[config.mk]
export PLATFORM = sky130hd
export DESIGN_NAME = jtdsp16_seqctl
export DESIGN_NICKNAME = d
export VERILOG_FILES = /design/src/rtl/jtdsp16_pkg.sv /design/src/rtl/jtdsp16_seq_cache.sv /design/src/rtl/jtdsp16_seqctl.sv
export SDC_FILE = /design/constraint.sdc
export NUM_CORES = 1
export LEC_CHECK = 0
export BUFFER_PORTS_ARGS = -buffer_cell sky130_fd_sc_hd__buf_2
export CORE_MARGIN = 8
export CORE_UTILIZATION = 53
export DETAILED_ROUTE_END_ITERATION = 16
export PLACE_DENSITY = 0.73
export SYNTH_ARGS = -nofsm -noshare
export SYNTH_HDL_FRONTEND = slang
export SYNTH_SLANG_ARGS = --single-unit
[constraint.sdc]
create_clock -name clk -period 4.46 [get_ports clk]
set_clock_uncertainty 0.2 [all_clocks]
set_input_delay 1.338 -clock clk [delete_from_list [all_inputs] [get_ports clk]]
set_output_delay 1.338 -clock clk [all_outputs]
set_load 0.02 [all_outputs]
[src/rtl/jtdsp16_pkg.sv]
// Shared state type, default widths and K-range helper for the DSP16 sequencer.
package jtdsp16_pkg;

    typedef enum logic [1:0] {IDLE, FILL, RUN} seq_state_t;

    localparam int DEF_DW          = 16;
    localparam int DEF_CACHE_DEPTH = 15;
    localparam int DEF_CNTW        = 7;

    // Largest repeat count a K field of the given width can carry
    function automatic int max_k(input int cntw);
        return (1 << cntw) - 1;
    endfunction

endpackage

[src/rtl/jtdsp16_seq_cache.sv]
// Loop body register file: synchronous write qualified by cen, combinational read.
module jtdsp16_seq_cache #(
    parameter int DW    = 16,
    parameter int DEPTH = 15,
    parameter int AW    = 4
)(
    input  logic          clk,
    input  logic          cen,
    input  logic          wr_en,
    input  logic [AW-1:0] wr_addr,
    input  logic [DW-1:0] wr_data,
    input  logic [AW-1:0] rd_addr,
    output logic [DW-1:0] rd_data
);

    logic [DW-1:0] mem [DEPTH];

    always_ff @(posedge clk) begin
        if (cen && wr_en && int'(wr_addr) < DEPTH)
            mem[wr_addr] <= wr_data;
    end

    assign rd_data = (int'(rd_addr) < DEPTH) ? mem[rd_addr] : '0;

endmodule

[src/rtl/jtdsp16_seqctl.sv]
// DSP16 instruction sequencer: multi-word tracking, DO/REDO loop cache, PC hold, irq inhibit.
// REDO replay is only available when JTDSP16_SEQ_REDO_EN is defined.
module jtdsp16_seqctl
    import jtdsp16_pkg::*;
#(
    parameter int  DW          = DEF_DW,
    parameter int  CACHE_DEPTH = DEF_CACHE_DEPTH,
    parameter int  CNTW        = DEF_CNTW,
    localparam int NW          = $clog2(CACHE_DEPTH + 1)
)(
    input  logic            clk,
    input  logic            rst_n,
    input  logic            cen,
    input  logic [DW-1:0]   ins_in,
    input  logic            do_start,
    input  logic [NW-1:0]   do_ni,
    input  logic [CNTW-1:0] do_k,
    input  logic            redo_start,
    input  logic [1:0]      ext_cnt,
    input  logic            abort,
    output logic [DW-1:0]   ins_out,
    output logic            from_cache,
    output logic            pc_hold,
    output logic            no_int,
    output logic            loop_busy,
    output logic            cache_valid,
    output logic            seq_err,
    output logic [CNTW-1:0] iter_left
);

    seq_state_t      state, state_nxt;
    logic [NW-1:0]   wr_ptr, wr_ptr_nxt, rd_ptr, rd_ptr_nxt, len, len_nxt;
    logic [CNTW-1:0] iter, iter_nxt;
    logic            valid_nxt, seq_err_nxt, wr_en;
    logic [1:0]      ext_q;
    logic [DW-1:0]   cache_rd;
    logic            do_ok, redo_ok, redo_req;

`ifdef JTDSP16_SEQ_REDO_EN
    assign redo_req = redo_start;
`else
    logic unused_redo;
    assign unused_redo = redo_start;
    assign redo_req    = 1'b0;
`endif

    assign do_ok   = (state == IDLE) && (do_ni != '0) && (int'(do_ni) <= CACHE_DEPTH) && (do_k != '0);
    assign redo_ok = (state == IDLE) && !do_start && cache_valid && (do_k != '0);

    always_comb begin
        state_nxt   = state;
        wr_ptr_nxt  = wr_ptr;
        rd_ptr_nxt  = rd_ptr;
        len_nxt     = len;
        iter_nxt    = iter;
        valid_nxt   = cache_valid;
        wr_en       = 1'b0;
        seq_err_nxt = (do_start && !do_ok) || (redo_req && (do_start || !redo_ok));
        if (abort) begin
            state_nxt  = IDLE;
            wr_ptr_nxt = '0;
            rd_ptr_nxt = '0;
            iter_nxt   = '0;
            valid_nxt  = 1'b0;
        end else begin
            case (state)
                IDLE: begin
                    if (do_start) begin
                        if (do_ok) begin
                            state_nxt  = FILL;
                            wr_ptr_nxt = '0;
                            len_nxt    = do_ni;
                            iter_nxt   = do_k;
                            valid_nxt  = 1'b0;
                        end
                    end else if (redo_req && redo_ok) begin
                        state_nxt  = RUN;
                        rd_ptr_nxt = '0;
                        iter_nxt   = do_k;
                    end
                end
                FILL: begin
                    wr_en      = 1'b1;
                    wr_ptr_nxt = wr_ptr + NW'(1);
                    if (wr_ptr == len - NW'(1)) begin
                        valid_nxt  = 1'b1;
                        wr_ptr_nxt = '0;
                        rd_ptr_nxt = '0;
                        iter_nxt   = iter - CNTW'(1);
                        state_nxt  = (iter == CNTW'(1)) ? IDLE : RUN;
                    end
                end
                RUN: begin
                    rd_ptr_nxt = rd_ptr + NW'(1);
                    // Last pass ends at the wrap: iter lands on 0 together with the exit
                    if (rd_ptr == len - NW'(1)) begin
                        rd_ptr_nxt = '0;
                        iter_nxt   = iter - CNTW'(1);
                        if (iter == CNTW'(1))
                            state_nxt = IDLE;
                    end
                end
                default: state_nxt = IDLE;
            endcase
        end
    end

    always_ff @(posedge clk or negedge rst_n) begin
        if (!rst_n)
            state <= IDLE;
        else if (cen)
            state <= state_nxt;
    end

    always_ff @(posedge clk or negedge rst_n) begin
        if (!rst_n) begin
            wr_ptr      <= '0;
            rd_ptr      <= '0;
            len         <= '0;
            iter        <= '0;
            cache_valid <= 1'b0;
            seq_err     <= 1'b0;
            from_cache  <= 1'b0;
            ext_q       <= 2'd0;
        end else if (cen) begin
            wr_ptr      <= wr_ptr_nxt;
            rd_ptr      <= rd_ptr_nxt;
            len         <= len_nxt;
            iter        <= iter_nxt;
            cache_valid <= valid_nxt;
            seq_err     <= seq_err_nxt;
            from_cache  <= (state_nxt == RUN);
            // Extra-word counter ignores new lengths until the current one drains
            if (ext_q != 2'd0)
                ext_q <= ext_q - 2'd1;
            else
                ext_q <= ext_cnt;
        end
    end

    jtdsp16_seq_cache #(
        .DW    (DW),
        .DEPTH (CACHE_DEPTH),
        .AW    (NW)
    ) u_cache (
        .clk     (clk),
        .cen     (cen),
        .wr_en   (wr_en),
        .wr_addr (wr_ptr),
        .wr_data (ins_in),
        .rd_addr (rd_ptr),
        .rd_data (cache_rd)
    );

    assign ins_out   = from_cache ? cache_rd : ins_in;
    assign pc_hold   = (state == RUN);
    assign loop_busy = (state != IDLE);
    assign iter_left = iter;
    assign no_int    = loop_busy | (ext_q != 2'd0) | do_start | redo_req;

endmodule
==> out/metrics.csv, run 1 <==
stage,metric,value,unit
clock_tree,clockBufferDepth,3,
clock_tree,cts_made_buffers,27,
floorplanning,start_util,53.7,%
synthesis,synthTopCellsByArea,"edfxtp_1 (64%), mux4_2 (13%), dfrtp_1 (5.8%), inv_1 (1.7%), mux2i_1 (1.7%)",
clock_tree,post_cts_buffers,5,
setup_path,path_class,register to output pin,
grt,grt_pass1_wl,38.2,mm
routing,drc_errors,0,
place,dp_cells,986,
routing,drt-total-wl,24.7,mm
clock_tree,cts_root_buf,clkbuf_16,
routing,drt_iter0_markers,582,
clock_tree,hold_buffers,0,
final_layout,syn_to_final_growth,15.4,%
floorplanning,core_area,20900,sq um
synthesis,synth_top_flop_cell,edfxtp_1,
setup_path,rr_startpoint,state[1],
floorplanning,pin_count,64,
sta,drv_slew,0,
sta,clock.fmax,0.236,GHz
final_layout,diodes,0,
synthesis,synthTopCellsByCount,"edfxtp_1 (240), mux4_2 (64), inv_1 (52)",
sta,worst_slew_pin_slew,889,ps
run_status,status,"complete, no violations",
clock_tree,h-tree-depth,1,
power_and_ir_drop,finalPower,5.81,mW
setup_path,cp.required,2920,ps
setup_path,cpMostUsedCell,mux4_2,
sta,setup_violations,0,
setup_path,worstPathMaxFanout,19,
sta,finalSetupTns,0,ps
synthesis,syn_area,11200,sq um
synthesis,ys_ff_latch,266,
grt,gr-total-overflow,0,
grt,antenna_found_initial,1,
sta,grt_setup_unrepaired,false,
floorplanning,fp.dieH,161,um
grt,grt_use_total,19.1,%
routing,num_vias,6283,
final_layout,drive_gt1_share,27.3,%
clock_tree,cts-resized-gates,0,
synthesis,ys.warnings.count,0,
synthesis,ys_seq_area_share,70.1,%
sta,slew_headroom,40.8,%
flow_run,drv_cap,0,
final_layout,nFillCells,1467,
routing,postRouteAntennaNets,0,
power_and_ir_drop,peakVddDrop,324,uV
clock_tree,cts_tree,built,
hold_path,hp-class,register to register,
setup_path,startpoint_type,register,
setup_path,critPathArrivalTime,2700,ps
synthesis,synthMostInstantiatedCell,edfxtp_1,
sta,setup_slack,219,ps
synthesis,synth_largest_area_cell,edfxtp_1,
setup_path,cp-startpoint,rd_ptr[0],
power_and_ir_drop,leakagePower,4.40,nW
sta,hold_viol,0,
clock_tree,numClockSinks,266,
synthesis,syn_nets,700,
final_layout,multi_input_area,3030,sq um
floorplanning,dieArea,26100,sq um
setup_path,cp-end-kind,output pin,
place,pre_cts_ws,467,ps
synthesis,synth_cells,653,
synthesis,syn_avg_cell_area,17.2,sq um
synthesis,synth_edf_count,240,
final_layout,layout.cells.non_filler,1037,
final_layout,nNetsFinal,792,
grt,grt_pass1_vias,6486,
setup_path,slowest_delay,570,ps
grt,grt_max_degree,54,
synthesis,synth_cell_type_count,53,
final_layout,regArea,7860,sq um
routing,wire_per_inst,23.8,um
setup_path,cp_cell_sequence,buf_12 > mux4_2 > mux4_2 > inv_1 > o22ai_1 > buf_2,
place,hpwl,14.4,mm
routing,via_per_inst,6.06,
power_and_ir_drop,powerDensity,449,nW/um^2
place,io_buffers,62,
setup_path,worst_path_max_delay_cell,mux4_2,
clock_tree,path_clk_slew,60,ps
sta,period_minus_slack,4240,ps
floorplanning,rows,53,
hold_path,hp-start,cache_valid,
synthesis,ys_async_sr_fraction,9.77,%
sta,hold_ws,287,ps
sta,fin_crit_sh,95.1,%
routing,drtPass1Iterations,8,
synthesis,synth_top_area_share,64.3,%
floorplanning,die_w,161,um
place,gp_congestion,0.820,
clock_tree,clk-insertion-delay-late,530,ps
==> cells in the final DEF, fill, tap and decap left out, types with 7 or more instances in the layout <==
master and instances:
clkbuf_16 27, o31ai_1 8, inv_1 52, nor2_1 24, dfrtp_1 24, a21oi_1 8
edfxtp_1 240, ha_1 12, o22ai_1 19, buf_4 26, mux2i_1 19, buf_2 62
nand2_1 39, mux4_2 64, o21ai_0 28, nor3_1 9, buf_12 7
==> cell type report <==
| type | instances | area share [%] |
|---|---|---|
| clock buffers | 32 | 5.37 |
| well taps | 275 | 2.66 |
| clock inverters | 14 | 1.04 |
| multi-input cells | 302 | 23.4 |
| repair buffers | 96 | 5.20 |
| flip-flops and latches | 266 | 60.8 |
| inverters | 52 | 1.51 |
==> sequential cells by signal (all words and copies together) (netlist names) <==
signal,count
u_cache.mem,240
iter_left,7
len,4
rd_ptr,4
wr_ptr,4
ext_q,2
state,2
cache_valid,1
from_cache,1
seq_err,1
==> final timing paths <==
check	end	slack, ps	cells after the start
setup / recovery	ins_out[14]	220	6
hold / removal	cache_valid	290	1
setup reg to reg	u_cache.mem[0][12]	1310	8
hold reg to reg	cache_valid	290	1
max in group asynchronous	rd_ptr[0]	2990	1
min in group asynchronous	iter_left[5]	610	1
==> power breakdown <==
group | switching, mW | total, mW | internal [mW]
sequential | 0.0814 | 2.87 | 2.78
clock | 0.908 | 2.13 | 1.22
combinational | 0.468 | 0.816 | 0.349
==> critical path, delay by kind of cell (launching register included) <==
kind	cells	cell delay (ps)
compound gates	1	100
flops	1	500
mux	2	1070
buf+inv	3	490
==> metal layers <==
layer  up-vias  global-route usage, %  share of wire, %
met1      3211                   24.8                40
met4         2                   5.22               2.4
met5         -                      0             0.032
met3        57                   3.39               6.7
li1       2752                      -                 -
met2       261                   32.7                51
==> metrics by stage <==
stage	util, %	instance area, sq um
CTS	61.9	12900
finish	61.9	12900
global placement	57.6	12000
global route	61.9	12900
floorplan	-	11200
detailed placement	57.6	12000
==> cells by family (layout without fill, tap and decap cells) <==
kind of cell,count (synthesis),after routing,synth area share (%)
DFF,266,266,70.1
xor gates and xnor gates,10,10,1.05
and+or+nand+nor,106,106,4.52
AOI/OAI and AO/OA,89,89,5.20
adders and majority gates,12,12,1.34
buffers and inverters,85,194,3.06
muxes,85,85,14.8
Power figures use the tool's default switching activity.
==> run 2: changes to the inputs <==
--- a/config.mk
+++ b/config.mk
@@ -12,4 +12,5 @@
 export PLACE_DENSITY = 0.73
 export SYNTH_ARGS = -nofsm -noshare
 export SYNTH_HDL_FRONTEND = slang
+export SYNTH_HIERARCHICAL = 1
 export SYNTH_SLANG_ARGS = --single-unit
==> run 2 against run 1 <==
Fmax down 1.8%. Power fell by 3.2%. Flip-flop and latch count is the same. Final cell count is 2.1% higher. Non-clock buffer count is 1 lower. Global-route usage about the same. Utilization decreased by 1.2 points. Clock power is 9% lower. Worst setup slack lost 79 ps. Sequential power hardly changed. Combinational power down 2%. Critical endpoint is now ins_out[13]. Highest routed layer is now met4.
==> out/metrics.csv, run 2 <==
stage,metric,value,unit,change
synthesis,syn_avg_cell_area,16.6,sq um,was 17.2 sq um
place,gp_congestion,0.850,,was 0.820
clock_tree,numClockSinks,266,,unchanged
sta,period_minus_slack,4320,ps,was 4240 ps
power_and_ir_drop,powerDensity,442,nW/um^2,was 449 nW/um^2
routing,drc_errors,0,,unchanged
routing,dr_wl_met2,13.0,mm,was 12.5 mm
clock_tree,h-tree-depth,1,,unchanged
grt,antenna_found_initial,0,,was 1
grt,grt_pass1_wl,38.9,mm,was 38.2 mm
routing,num_vias,6540,,was 6283
setup_path,cp_num_cells,6,,unchanged
setup_path,crit_family,simple AND/OR/NAND/NOR gates,,was multiplexers
final_layout,drive_gt1_share,29.0,%,was 27.3%
setup_path,startpoint_type,register,,unchanged
synthesis,ys_seq_area_share,69.7,%,was 70.1%
clock_tree,cts_made_buffers,25,,was 27
synthesis,syn_nets,725,,was 700
floorplanning,die_w,162,um,was 161 um
clock_tree,cts_root_buf,clkbuf_16,,unchanged
place,pre_cts_ws,607,ps,was 467 ps
clock_tree,post_cts_buffers,0,,was 5
routing,wire_per_inst,23.9,um,was 23.8 um
synthesis,synth_top_area_share,63.9,%,was 64.3%
routing,wl_met3,1.41,mm,was 1.66 mm
final_layout,layout.cells.non_filler,1059,,was 1037
floorplanning,pin_count,64,,unchanged
grt,grt_max_degree,43,,was 54
final_layout,diodes,0,,unchanged
synthesis,ys_ff_latch,266,,unchanged
synthesis,synth_edf_count,240,,unchanged
place,hpwl,16.1,mm,was 14.4 mm
place,io_buffers,62,,unchanged
synthesis,ys.warnings.count,6,,was 0
routing,via_per_inst,6.18,,was 6.06
synthesis,synth_cells,681,,was 653
sta,grt_setup_unrepaired,false,,unchanged
routing,drt_iter0_markers,626,,was 582
power_and_ir_drop,leakagePower,4.31,nW,was 4.40 nW
sta,slew_headroom,33.5,%,was 40.8%
routing,drt-total-wl,25.3,mm,was 24.7 mm
clock_tree,clk-insertion-delay-late,510,ps,was 530 ps
routing,drt-met1-wl,10.4,mm,was 9.89 mm
floorplanning,rows,53,,unchanged
floorplanning,fp.dieH,162,um,was 161 um
final_layout,final_cell_mix,"edfxtp_1 (240), mux2_2 (67), buf_2 (62)",,"was edfxtp_1 (240), mux4_2 (64), buf_2 (62)"
run_status,status,"complete, no violations",,unchanged
setup_path,crit_path_end,ins_out[13],,was ins_out[14]
sta,worst_slew_pin_slew,998,ps,was 889 ps
floorplanning,start_util,53.8,%,was 53.7%
setup_path,cp-startpoint,rd_ptr[2],,was rd_ptr[0]
setup_path,path_class,register to output pin,,unchanged
sta,setup_slack,140,ps,was 219 ps
synthesis,synth_cell_type_count,61,,was 53
setup_path,critPathArrivalTime,2780,ps,was 2700 ps
setup_path,cp_cell_sequence,nand2b_1 > buf_4 > o22ai_1 > o32ai_1 > mux2_2 > buf_2,,was buf_12 > mux4_2 > mux4_2 > inv_1 > o22ai_1 > buf_2
synthesis,syn_area,11300,sq um,was 11200 sq um
setup_path,worst_path_max_delay_cell,nand2b_1,,was mux4_2
setup_path,rr_endpoint,u_cache/mem[2][15],,was u_cache.mem[0][12]
clock_tree,path_clk_slew,60,ps,about the same
final_layout,syn_to_final_growth,12.8,%,was 15.4%
setup_path,cp.required,2920,ps,about the same
synthesis,synthTopCellsByArea,"edfxtp_1 (64%), mux2_2 (6.7%), dfrtp_1 (5.8%), mux4_2 (3.2%), mux2i_1 (3.0%)",,"was edfxtp_1 (64%), mux4_2 (13%), dfrtp_1 (5.8%), inv_1 (1.7%), mux2i_1 (1.7%)"
sta,finalSetupTns,0,ps,unchanged
power_and_ir_drop,peakVddDrop,416,uV,was 324 uV
grt,gr-total-overflow,0,,unchanged
sta,fin_crit_sh,96.9,%,was 95.1%
setup_path,rr_startpoint,state[1],,unchanged
final_layout,largest_register_ff_count,240,,unchanged
clock_tree,hold_buffers,0,,unchanged
setup_path,slowest_delay,630,ps,was 570 ps
setup_path,critPathBufInv,2,,was 3
flow_run,drv_cap,0,,unchanged
setup_path,reg2reg_depth,7,,was 8
place,dp_cells,1015,,was 986
routing,route.top_layer_used,met4,,was met5
routing,drtPass1Iterations,5,,was 8
setup_path,r2r_setup_slack,1400,ps,was 1310 ps
grt,grt_use_total,19.1,%,about the same
final_layout,nNetsFinal,811,,was 792
final_layout,final_common_cell,edfxtp_1,,unchanged
sta,drv_slew,0,,unchanged
hold_path,hp-class,register to register,,unchanged
setup_path,cp-end-kind,output pin,,unchanged
synthesis,synth_largest_area_cell,edfxtp_1,,unchanged
grt,grt_pass1_vias,6765,,was 6486
synthesis,synth_top_flop_cell,edfxtp_1,,unchanged
setup_path,worstPathMaxFanout,11,,was 19
synthesis,ys_async_sr_fraction,9.77,%,unchanged
final_layout,regMostFlops,u_cache/mem,,was u_cache.mem
synthesis,synthMostInstantiatedCell,edfxtp_1,,unchanged
floorplanning,core_area,21000,sq um,was 20900 sq um
routing,postRouteAntennaNets,0,,unchanged
clock_tree,clockBufferDepth,3,,unchanged
synthesis,synthTopCellsByCount,"edfxtp_1 (240), mux2_2 (67), nor2_1 (39)",,"was edfxtp_1 (240), mux4_2 (64), inv_1 (52)"
clock_tree,cts-resized-gates,0,,unchanged
clock_tree,cts_tree,built,,unchanged
sta,hold_viol,0,,unchanged
floorplanning,dieArea,26200,sq um,was 26100 sq um
sta,clock.fmax,0.231,GHz,was 0.236 GHz
final_layout,final_util,60.7,%,was 61.9%
sta,setup_violations,0,,unchanged
-- run 2: worst min-delay path by stage --
stage | from | endpoint | slack, ps | depth (start not counted)
final | cache_valid | cache_valid | 290 | 1
after global routing | cache_valid | cache_valid | 300 | 1
after floorplan | ext_q[0] | ext_q[0] | 260 | 1
after detailed placement | cache_valid | cache_valid | 280 | 1
after global placement | cache_valid | cache_valid | 280 | 1
after CTS | cache_valid | cache_valid | 290 | 1
-- run 2: final cells by class --
type                    count  area [sq um]
multi-input cells         366          3150
inverters                  13          48.8
fillers                  1547          8230
flip-flops and latches    266          7860
clock inverters            15          97.6
clock buffers              29           641
well taps                 275           344
repair buffers             95           583
-- run 2: kinds of logic (layout without fill, tap and decap cells) --
group	Yosys count	count (layout)	synth area share [%]
DFF	266	266	69.7
AOI/OAI and AO/OA	123	123	8.12
muxes	117	117	12.9
and+or+nand+nor	106	106	4.68
buffers and inverters	49	152	2.61
xor gates and xnor gates	11	11	0.999
adders and majority gates	9	9	0.999
-- run 2: power breakdown --
part | leakage [nW] | internal, mW | total, mW | switching (mW)
logic | 1.44 | 0.313 | 0.800 | 0.487
clock network | 0.362 | 1.08 | 1.94 | 0.855
registers | 2.50 | 2.79 | 2.89 | 0.101
-- run 2: stage by stage --
stage                     hold slack, ps  power, mW  instance area, sq um
after CTS                            291       5.65                 12700
after floorplan                      256       3.48                 11300
after global routing                 301       5.84                 12700
final                                287       5.63                 12700
after global placement               279       3.68                 12000
after detailed placement             277       3.73                 12000
-- run 2: routing by layer --
layer	up-vias	track usage [%]
met4	0	5.43
met1	3322	24.3
li1	2906	-
met2	269	33.6
met3	43	2.78
met5	-	0
